$ cat config.mk
export PLATFORM = sky130hd
export DESIGN_NAME = inv_skid_stage
export DESIGN_NICKNAME = d
export VERILOG_FILES = /design/src/rtl/inv_stage_pkg.sv /design/src/rtl/inv_skid_stage.sv
export SDC_FILE = /design/constraint.sdc
export NUM_CORES = 1
export LEC_CHECK = 0
export ABC_AREA = 1
export CAP_MARGIN = 25
export CORE_AREA = 3 3 40 42
export DETAILED_ROUTE_END_ITERATION = 10
export DIE_AREA = 0 0 43 45
export DONT_BUFFER_PORTS = 1
export PLACE_DENSITY_LB_ADDON = 0.08
export SKIP_LAST_GASP = 1
export SLEW_MARGIN = 5
export SYNTH_ARGS = -nofsm -noshare
export SYNTH_HDL_FRONTEND = slang
export SYNTH_SLANG_ARGS = --single-unit
$ cat constraint.sdc
create_clock -name clk -period 1.6 [get_ports clk]
set_input_delay 0.32 -clock clk [delete_from_list [all_inputs] [get_ports clk]]
set_output_delay 0.32 -clock clk [all_outputs]
set_load 0.01 [all_outputs]
$ cat src/rtl/inv_stage_pkg.sv
// Shared types and helpers for the inverting skid stage: FSM state encoding,
// occupancy codes and the static inversion function.
package inv_stage_pkg;

  typedef enum logic [1:0] {
    EMPTY = 2'b00,
    ONE   = 2'b01,
    FULL  = 2'b10
  } state_t;

  localparam logic [1:0] OCC_EMPTY = 2'd0;
  localparam logic [1:0] OCC_ONE   = 2'd1;
  localparam logic [1:0] OCC_FULL  = 2'd2;

  // Widest data word apply_inv handles; callers zero-extend and truncate.
  localparam int INV_MAX_W = 64;

  function automatic logic [INV_MAX_W-1:0] apply_inv(
    input logic [INV_MAX_W-1:0] data,
    input logic [INV_MAX_W-1:0] mask
  );
    return data ^ mask;
  endfunction

  function automatic logic [1:0] occ_of(input state_t s);
    case (s)
      EMPTY:   return OCC_EMPTY;
      ONE:     return OCC_ONE;
      default: return OCC_FULL;
    endcase
  endfunction

endpackage

$ cat src/rtl/inv_skid_stage.sv
// Registered 2-entry skid stage feeding a cell with an invertible data pin;
// applies a static per-bit inversion mask and an optional active-low valid.
module inv_skid_stage
  import inv_stage_pkg::*;
#(
  parameter int               WIDTH     = 2,
  parameter logic [WIDTH-1:0] INV_D     = '0,
  parameter logic             INV_VALID = 1'b0
) (
  input  logic             clk,
  input  logic             rst_n,
  input  logic             in_valid,
  output logic             in_ready,
  input  logic [WIDTH-1:0] in_data,
  output logic             out_valid,
  input  logic             out_ready,
  output logic [WIDTH-1:0] out_data,
  output logic [1:0]       occupancy
);

  state_t           state;
  state_t           state_nxt;
  logic [WIDTH-1:0] main;
  logic [WIDTH-1:0] skid;
  logic [WIDTH-1:0] main_nxt;
  logic [WIDTH-1:0] skid_nxt;
  logic [WIDTH-1:0] d_eff;
  logic             v_eff;
  logic             acc;
  logic             emit;

  assign v_eff = in_valid ^ INV_VALID;
  assign d_eff = WIDTH'(apply_inv(INV_MAX_W'(in_data), INV_MAX_W'(INV_D)));
  assign acc   = v_eff & in_ready;
  assign emit  = out_valid & out_ready;

  always_comb begin
    state_nxt = state;
    main_nxt  = main;
    skid_nxt  = skid;
    case (state)
      EMPTY: begin
        if (acc) begin
          main_nxt  = d_eff;
          state_nxt = ONE;
        end
      end
      ONE: begin
        if (acc && emit) begin
          main_nxt = d_eff;
        end else if (acc) begin
          skid_nxt  = d_eff;
          state_nxt = FULL;
        end else if (emit) begin
          state_nxt = EMPTY;
        end
      end
      FULL: begin
        // in_ready is low here, so only the drain path exists; skid is older.
        if (emit) begin
          main_nxt  = skid;
          state_nxt = ONE;
        end
      end
      default: state_nxt = EMPTY;
    endcase
  end

  // Stage boundary: all outputs are registered from the next state. in_ready
  // is held low by reset, so its first rise after release doubles as the
  // ready enable and nothing is captured on that first edge.
  always_ff @(posedge clk or negedge rst_n) begin
    if (!rst_n) begin
      state     <= EMPTY;
      main      <= '0;
      skid      <= '0;
      in_ready  <= 1'b0;
      out_valid <= 1'b0;
      occupancy <= OCC_EMPTY;
    end else begin
      state     <= state_nxt;
      main      <= main_nxt;
      skid      <= skid_nxt;
      in_ready  <= (state_nxt != FULL);
      out_valid <= (state_nxt != EMPTY);
      occupancy <= occ_of(state_nxt);
    end
  end

  assign out_data = main;

endmodule

==> flow_summary.ini <==
[status]
status = completed

[power]
power_density_nw_per_um2 = 2000
total_power_uw = 921
p_leak_nw = 0.253
ir_drop_mv = 0.678

[setup_path]
required_ps = 1760
endpoint_kind = register
crit_arrival_ps = 1280
worst_setup_path_start_kind = register
r2r-start = occupancy[1]
critical_path_class = reg -> reg
r2r_setup_slack_ps = 480
cp_max_fo = 7
crit_path_start = occupancy[1]

[sta]
fmax_mhz = 891
fin_crit_ps = 1120
worstMarginPinSlew_ps = 399
maxSlewHeadroom_pct = 73.3
holdWs_ps = 177
rsz0062_at_grt = no
hold_viol_final = 0
postLayoutSetupSlackWorst_ps = 478
fin_crit_sh_pct = 70.1
fin_setup_tns_ps = 0
finalSetupViolCount = 0
fin_skew_ps = 4.13
finalMaxSlewViolations = 0

[global_routing]
grt-ovfl-total = 0
grt_max_degree = 10
antenna_found_initial = 0
grtUsageTotal_pct = 9.60
grt_pass1_vias = 295
grt_pass1_wl_mm = 1.25

[logic_synthesis]
synth_edf_count = 0
synth.area.top_cells = dfrtp_1 (54%), nand2_1 (16%), nand3_1 (7.3%)
synth_fp_nets = 57
yosysSeqAreaShare_pct = 54.4
synth.cell_area_um2 = 414
ys_warn_count = 0
yosysMostFrequentCell = nand2_1
yosys_most_used_dff = dfrtp_1
synth_top_area_share_pct = 54.4
synth_cell_type_count = 11
yosys-top-cells-count = nand2_1 (18), dfrtp_1 (9), inv_1 (8), nand3_1 (6)
async_reset_ff_share_pct = 100
syn_avg_cell_area_um2 = 8.12
synth_top_area_cell = dfrtp_1
ys_ff_latch = 9
syn-instance-count = 51

[clock_network]
worst_skew_pair.late_latency_ps = 270
clk_pin_slew_ps = 70
cts_buffers = 3
cts_tree = done
htreeDepth = 1
cts.path.max_buffers = 2
cts-resized-gates = 0
root_buffer = clkbuf_4
clock-sinks = 9

[job]
cap_viol_max_count = 0

[placed_design]
place_inst = 65
placed_area_um2 = 425
dp_hpwl_um = 638
gp_congestion = 0.716
portBuffers = 0
pre_cts_ws_ps = 478

[die]
io-pin-count = 12
die_h_um = 45
start_util_pct = 32.2
die_x_um = 43
core-area_um2 = 1280
core.rowCount = 13
die_area_um2 = 1940

[worst_hold_path]
worstHoldPathType = in -> reg
min_from = in_data[1]

[route]
post-route-drc-count = 0
via_per_inst = 4.64
firstDrtPassIters = 2
ant_nets = 0
wl_um = 787
drt_iter0_drc = 1
detail_route.wl_per_cell_um = 11.2
vias = 325

[layout]
stdcell_area_um2 = 462
fin_nets = 62
antennaDiodeCount = 0
fin_cells = 70
syn_to_final_growth_pct = 11.5
final_core_util_pct = 35.9
drive_above_1_share_pct = 16.4
power breakdown:
group          leakage, nW  switching [mW]  internal, mW  total, mW
logic                0.130           0.196         0.101      0.297
registers            0.107           0.109         0.333      0.441
clock network       0.0150          0.0861        0.0964      0.183
total                0.253           0.391         0.530      0.921
path summary, 6_finish.rpt:
path                           endpoint  cells after the start
min in group asynchronous       skid[0]                      1
max in group asynchronous  occupancy[0]                      1
setup / recovery            out_data[1]                      4
setup reg to reg            out_data[1]                      4
hold / removal                  skid[1]                      2
hold reg to reg                 skid[0]                      2
metal layers:
metal / up-vias / GRT usage (%) / routed length, um / share of wire (%)
met5: - / 0 / 0 / 0
met4: 0 / 10.8 / 28 / 3.6
met3: 3 / 3.19 / 54 / 6.9
met2: 9 / 13.8 / 391 / 50
met1: 152 / 10.4 / 313 / 40
li1: 161 / - / - / -
cell families after synthesis:
| kind of cell | share of synthesized area (%) |
|---|---|
| AO/OA/AOI/OAI | 6.65 |
| AND/OR/NAND/NOR | 29.0 |
| flip-flops | 54.4 |
| buffers and inverters | 9.97 |
registers in the layout (all words and copies together), names as in the netlist:
signal and flops:
out_data 2, state 1, in_ready 1, skid 2
occupancy 2, out_valid 1
what timing repair did:
action,in CTS,in global routing
hold buffers,1,0
endpoints found under the hold margin,9,0
setup buffers,0,0
placed cells by master (no fill, tap or decap):
cell type / count
dlygate4sd3_1: 1
inv_2: 1
nor2_1: 1
clkbuf_1: 1
nand2_1: 18
nand2_2: 2
clkbuf_4: 3
o21ai_2: 2
dfrtp_1: 9
nor2_2: 1
nand3_1: 6
o21ai_1: 2
inv_1: 8
worst max-delay path, stage by stage, from the launching register on:
cell	delay [ps]
dfrtp_1	490
o21ai_2	300
nand2_1	110
nand2_1	70
nand2_1	50
final cells by class:
cell class | count | area, um^2
clock buffers | 4 | 26.3
fillers | 148 | 823
inverters | 9 | 33.8
multi-input cells | 32 | 148
flip-flops and latches | 9 | 225
well taps | 15 | 18.8
repair buffers | 1 | 10.0
No activity file was read; power rests on OpenSTA's default activity.
